<file path="src/rtl/alu_dispatch.sv">
// Dispatcher between a request/result handshake and an external add/sub unit.
// Operands are latched on acceptance, issued for one cycle, and the result is captured LAT cycles later.
module alu_dispatch #(
    parameter int unsigned LAT = 1
) (
    input  logic        soc_clk,
    input  logic        reset,
    input  logic        req_valid,
    output logic        req_ready,
    input  logic [3:0]  req_op,
    input  logic [2:0]  req_funct3,
    input  logic [31:0] req_a,
    input  logic [31:0] req_b,
    input  logic [4:0]  req_rd,
    output logic [31:0] ALU_dat1,
    output logic [31:0] ALU_dat2,
    output logic [2:0]  ALU_opcode,
    output logic [3:0]  decryptedOP,
    output logic        dat_ready,
    input  logic [31:0] AddSub_out,
    input  logic        AddSub_overflow,
    input  logic        AddSub_zero,
    output logic        res_valid,
    input  logic        res_ready,
    output logic [31:0] res_data,
    output logic        res_overflow,
    output logic        res_zero,
    output logic        res_err,
    output logic [4:0]  res_rd,
    output logic [15:0] ops_count
);

    typedef enum logic [1:0] {IDLE, ISSUE, WAIT, DONE} state_t;

    localparam logic [2:0] LAT_CNT = 3'(LAT);

    state_t      state;
    logic [2:0]  cnt;
    logic [4:0]  rd_q;

    always_ff @(posedge soc_clk or negedge reset) begin
        if (!reset) begin
            state        <= IDLE;
            cnt          <= '0;
            rd_q         <= '0;
            req_ready    <= 1'b1;
            ALU_dat1     <= '0;
            ALU_dat2     <= '0;
            ALU_opcode   <= '0;
            decryptedOP  <= '0;
            dat_ready    <= 1'b0;
            res_valid    <= 1'b0;
            res_data     <= '0;
            res_overflow <= 1'b0;
            res_zero     <= 1'b0;
            res_err      <= 1'b0;
            res_rd       <= '0;
            ops_count    <= '0;
        end else begin
            case (state)
                IDLE: begin
                    if (req_valid) begin
                        ALU_opcode <= req_funct3;
                        rd_q       <= req_rd;
                        req_ready  <= 1'b0;
                        if (req_op == 4'd6 || req_op == 4'd7) begin
                            ALU_dat1    <= req_a;
                            ALU_dat2    <= req_b;
                            decryptedOP <= req_op;
                            dat_ready   <= 1'b1;
                            state       <= ISSUE;
                        end else begin
                            // Illegal opcode completes immediately; the unit never sees it.
                            res_data     <= '0;
                            res_overflow <= 1'b0;
                            res_zero     <= 1'b0;
                            res_err      <= 1'b1;
                            res_rd       <= req_rd;
                            res_valid    <= 1'b1;
                            state        <= DONE;
                        end
                    end
                end
                ISSUE: begin
                    dat_ready <= 1'b0;
                    cnt       <= LAT_CNT;
                    state     <= WAIT;
                end
                WAIT: begin
                    cnt <= cnt - 3'd1;
                    if (cnt == 3'd1) begin
                        res_data     <= AddSub_out;
                        res_overflow <= AddSub_overflow;
                        res_zero     <= AddSub_zero;
                        res_err      <= 1'b0;
                        res_rd       <= rd_q;
                        res_valid    <= 1'b1;
                        ALU_dat1     <= '0;
                        ALU_dat2     <= '0;
                        decryptedOP  <= '0;
                        state        <= DONE;
                    end
                end
                DONE: begin
                    if (res_ready) begin
                        res_valid <= 1'b0;
                        req_ready <= 1'b1;
                        ops_count <= ops_count + 16'd1;
                        state     <= IDLE;
                    end
                end
                default: state <= IDLE;
            endcase
        end
    end

endmodule

</file>
<file path="config.mk">
export PLATFORM = sky130hd
export DESIGN_NAME = alu_dispatch
export DESIGN_NICKNAME = d
export VERILOG_FILES = /design/src/rtl/alu_dispatch.sv
export SDC_FILE = /design/constraint.sdc
export NUM_CORES = 1
export LEC_CHECK = 0
export ABC_AREA = 1
export BUFFER_PORTS_ARGS = -buffer_cell sky130_fd_sc_hd__buf_2
export CAP_MARGIN = 20
export CORE_UTILIZATION = 30
export CTS_CLUSTER_DIAMETER = 30
export DETAILED_ROUTE_END_ITERATION = 12
export PLACE_DENSITY = 0.57
export SLEW_MARGIN = 20
export SYNTH_ARGS = -nofsm -noshare
export SYNTH_HDL_FRONTEND = slang
export SYNTH_SLANG_ARGS = --single-unit
export TNS_END_PERCENT = 10
</file>
<file path="constraint.sdc">
create_clock -name soc_clk -period 1.65 [get_ports soc_clk]
set_input_delay 0.2475 -clock soc_clk [delete_from_list [all_inputs] [get_ports soc_clk]]
set_output_delay 0.2475 -clock soc_clk [all_outputs]
set_load 0.05 [all_outputs]
</file>
Word level (Yosys, flattened, before mapping). Index checks and enable logic that the tools add are counted. W data, S select, Z words.

Input port bits: 114. Register bits after elaboration: 140. Output and inout bits: 130. Word-level logic and storage cells: 88.

Mux-type cells: 44. Equality and inequality tests: 11. Reduce and logical (&&, ||, !) cells: 15. $add $sub $neg: 2.

Operators by type and width (number): $mux W32 (8); $pmux W32 S2 (3); $add A16 B1 Y16 const B (1); $mux W5 (3); $mux W1 (13); $mux W4 (3); $ne A2 B2 Y1 const B (5); $pmux W1 S2 (5); $pmux W5 S2 (1); $reduce_and A3 Y1 (3); $eq A4 B3 Y1 const B (2); $mux W2 (4); $pmux W2 S4 (1); $pmux W4 S2 (1); $reduce_and A4 Y1 (2); $reduce_bool A2 Y1 (4); $pmux W3 S2 (1); $reduce_and A5 Y1 (1); $eq A2 B2 Y1 const B (2); $reduce_and A2 Y1 (2); $eq A3 B1 Y1 const B (1); $pmux W1 S3 (1); $reduce_bool A3 Y1 (1); $sub A3 B1 Y3 const B (1); 3 further kinds (3).

Logic depth before layout (Yosys ltp).
Depth in word-level cells: 5. Gate-level depth with buffers: 10. Gate-level depth less buffers: 8.

Worst setup path before layout. OpenSTA, ideal clock, no wires.

Path type: register to register. From: reg ops_count[0]. To: reg ops_count[10]. Path buffers: 0. Cell stages (with the launch flop): 6. Setup time: 0.142 ns. Path slack: -0.094 ns. Period minus slack after synthesis: 1.744 ns. Arrival: 1.602 ns. Data required time: 1.508 ns. Cells stage by stage: dfrtp_1 -> ha_1 -> nand3_1 -> nor3_1 -> nand2_1 -> xnor2_1.

Longest elaborated chain between the ends: 1.

RTL lines: from (decl) (line 30) `output logic [15:0] ops_count`; from (signal assigned) (line 108) `ops_count <= ops_count + 16'd1;`; $add A16 B1 Y16 (line 108).

Every way passes these cells. A chain may end at the register's enable or synchronous reset.

Worst setup path in the final report.
From: reg state[1]. To: reg ALU_dat2[12].

Longest elaborated chain between the ends: 3. Elaborated cells on any way between the ends: 8. Classes of those cells: 4 x eq/ne; 1 x mux; 3 x reduce/logical.

RTL lines: from (decl) (line 37) `state_t state;`; from (signal assigned) (line 43) `state <= IDLE;`; from (signal assigned) (line 71) `state <= ISSUE;`; from (signal assigned) (line 80) `state <= DONE;`; $eq A2 B2 Y1 / $logic_not A2 Y1 (equally long branches) (line 60) `case (state)`; $ne A2 B2 Y1 (no source line) / $reduce_bool A2 Y1 (equally long branches); $reduce_and A4 Y1 (no source line); to (signal assigned) (line 68) `ALU_dat2 <= req_b;`; to (decl) (line 16) `output logic [31:0] ALU_dat2,`.

Several ways; a longest one is shown, not always the timed one.

==> results by group <==
Place
  – GPL Wtd Cong: approximately 0.77
  – Placed Instance Area: 0.00758 sq mm
  – Pre-CTS setup slack: -20.7 ps
  – HPWL Detailed: 11.1 mm
  – I/O Buffers: about 240
  – Placed Cells incl. Taps: roughly 1,200

Cells and area
  – Most common cell after layout, fill and taps aside: buf_2
  – Most frequent cells in the layout: buf_2 (242), nand2_1 (233), dfrtp_1 (137)
  – Area grow syn2layout: 48.8%
  – Final Non-Filler Cells: about 1,200
  – Multi-input gate area: between 0.002 and 0.0025 sq mm
  – Layout Utilization: between 40% and 50%
  – Flip-flop and latch area: about 0.0035 sq mm
  – Post-route cell area: 0.00879 sq mm
  – Fillcell total: approximately 1,900
  – Layout cells sized above 1: a little over two fifths
  – Final Net Count: approximately 1,100

Clocking
  – Worst-path clk slew: 60 ps
  – TritonCTS Sinks: 140
  – Clock latency on the worst-skew pair: 410 ps
  – H-Tree Depth: 4
  – TritonCTS Buffers: 17
  – CTS Root Cell: clkbuf_16
  – Maximum buffer depth of the clock tree: 2
  – TritonCTS clock tree: yes

STA
  – Worst setup margin: -66.4 ps
  – Slew headroom: 78.9%
  – Tmin final: 1720 ps
  – WHS: a little under 70 ps
  – Slew Limit Fails: 0
  – Part of the cycle the worst path needs: 104%
  – Final setup fails: 33
  – Worst Tran Pin Value: between 300 and 400 ps
  – Final clock skew: 10.1 ps
  – RSZ-0062 raised after global routing: yes
  – Final hold violations: 0
  – Setup TNS Final: -736 ps
  – Maximum operating frequency: 0.583 GHz

Synth
  – Average cell area after synthesis: between 9 and 10 sq um
  – Post-synthesis sequential area ratio: about three fifths
  – Post-Syn Nets: around 780
  – XOR/XNOR share of the synthesized area: ~1.5%
  – Largest family of logic cells by synthesized area: simple AND/OR/NAND/NOR gates
  – Post-Synth Simple-Gate Area: ~20%
  – Number of synthesized register bits: 140
  – Synth Area in Compound Gates: roughly an eighth
  – Synthesis Warnings: 0
  – Cells after Synth: between 600 and 700
  – Mapped cell area: around 0.0059 sq mm
  – Fraction of synthesized area in multiplexers: less than 1%
  – Most used DFF post-synth: dfrtp_1
  – Synth cell types: 28
  – Post-Synth Adder-Cell Area: about 1.5%
  – Ys async rst share: 100%
  – Post-synth EDFFs: 0

Detailed routing
  – DR vias/cell: 4.48
  – Drt drc: 0
  – Routed Antenna Nets: 0
  – Total Wirelength: between 15 and 20 mm
  – Drt wl/cell: around 14 um
  – First-pass iteration count of the detailed router: 7
  – Routed via count: roughly 5,400
  – Initial DRC Count: 200

Power and ir drop
  – Comb pwr share: 56.3%
  – Static Leak: 4.63 nW
  – Total power: about 21 mW
  – Net Sw Frac: a little under 50%
  – Internal power: ~11 mW
  – Worst vdd ir: 0.00126 V
  – Net Sw Power: roughly 10 mW
  – Pwr dens: around 2400 mW/mm^2
  – Flop pwr share: 25.1%
  – Clock network power share: 18.6%

Setup path
  – Critical-path cell list: buf_6 -> ha_4 -> o21ai_4 -> buf_12 -> nand3_4 -> buf_6 -> o21ai_1
  – WP data arrival: a little over 2000 ps
  – Peak per-stage delay on the critical path: just over 400 ps
  – CP max stage cell: dfrtp_1
  – Crit. End Element: flop
  – Cell mode on critical path: buf_6
  – Worst path bufs/invs: 3
  – CP required: 1980 ps
  – Family with the most delay on the worst path: buffers and inverters
  – Max Fanout on Critical Path: 14
  – Crit start category: flop
  – Kind of critical path: reg2reg

GRT
  – First-pass GRT wire length: around 24 mm
  – Gr ovfl total: 0
  – Vias in the first global route: a little under 5,000
  – Largest net degree at the start of global routing: between 50 and 60
  – All-Layer GR Usage: 15.4%
  – Initial antenna violation count: 1

Floorplan
  – Core region area: approximately 0.019 sq mm
  – I/O Pins: about 240
  – Standard-cell rows: 50
  – Die H: roughly 140 um
  – Die width: 142 um
  – Starting density of the core: around 31%
  – Die area: about 0.020 sq mm

Run status
  – Failing checks: negative setup slack
  – Status: finished with violations

Run
  – Max-cap violations: 0

Worst hold path
  – Hold Crit Class: in2reg
==> cell usage after synthesis, types with 2 or more instances <==
library cell | count | area, sq um
nor2_1 | 15 | 56.3
inv_1 | 26 | 97.6
inv_2 | 2 | 7.51
o21ai_1 | 52 | 260
nand3_1 | 8 | 40.0
dfrtp_1 | 139 | 3480
buf_2 | 10 | 50.1
ha_1 | 7 | 87.6
clkbuf_1 | 17 | 63.8
nand4_1 | 9 | 56.3
buf_6 | 8 | 90.1
o21ai_2 | 11 | 96.3
a21oi_1 | 2 | 10.0
o21ai_0 | 62 | 310
nor3_1 | 2 | 10.0
xnor2_1 | 6 | 52.6
xor2_1 | 4 | 35.0
nand2_1 | 262 | 983
mux2_2 | 3 | 33.8
==> state kept, by name, indices dropped and copies added, names as in the netlist, 2 cells and up <==
name         cells
ALU_dat1        32
ops_count       16
res_rd           5
ALU_dat2        32
res_data        32
cnt              3
decryptedOP      4
state            2
rd_q             5
ALU_opcode       3
==> layout make-up <==
cell class	count	share of cell area [%]
Antenna cell	1	0.0285
Clock buffer	20	5.20
Clock inverter	12	1.82
Inverter	28	1.20
Multi-Input combinational cell	451	26.7
Sequential cell	140	39.9
Tap cell	260	3.70
Timing Repair Buffer	293	21.5
==> worst paths after layout <==
kind	depth (start not counted)	to	from	slack, ps
setup / recovery	7	ALU_dat2[12]$_DFFE_PN0P_	state[1]$_DFFE_PN0P_	-70
hold / removal	2	ALU_opcode[2]$_DFFE_PN0P_	req_funct3[2]	70
setup reg to reg	7	ALU_dat2[12]$_DFFE_PN0P_	state[1]$_DFFE_PN0P_	-70
hold reg to reg	2	decryptedOP[3]$_DFFE_PN0P_	decryptedOP[3]$_DFFE_PN0P_	460
max in group asynchronous	3	req_ready$_DFFE_PN1P_	reset	780
min in group asynchronous	2	ALU_dat2[29]$_DFFE_PN0P_	reset	300
==> layer usage <==
layer / wire (um) / global-route usage [%] / vias to the layer above
met5: 0 / 0 / -
met4: 246 / 4.92 / 0
met3: 1300 / 4.85 / 18
met2: 7780 / 24.3 / 199
met1: 7780 / 20.2 / 2510
li1: - / - / 2674
==> power groups by stage <==
stage	sequential (mW)	combinational (mW)	clock, mW
after floorplan	9.07	3.79	0
after global placement	5.36	10.0	0
after detailed placement	5.37	10.1	0
after CTS	5.33	10.1	4.12
after global routing	5.52	13.0	4.27
final	5.39	12.1	4.00
==> repair_timing <==
| action | CTS | global route |
|---|---|---|
| gates resized for setup | 3 | 86 |
| hold buffers | 1 | 0 |
| endpoints found under the setup margin | 13 | 115 |
| endpoints found under the hold margin | 24 | 0 |
| cloned | 0 | 11 |
| buffers inserted | 0 | 6 |
| pin swaps | 1 | 4 |
==> logic make-up (layout without fill, tap and decap cells) <==
| group | Yosys count | in the layout |
|---|---|---|
| AOI/OAI and AO/OA | 130 | 130 |
| xor gates and xnor gates | 10 | 10 |
| adders and majority gates | 7 | 7 |
| buffers and inverters | 64 | 353 |
| DFF | 140 | 140 |
| muxes | 3 | 3 |
| other | 0 | 1 |
| and+or+nand+nor | 300 | 301 |
Note: power is estimated with default switching activity, not from simulation.
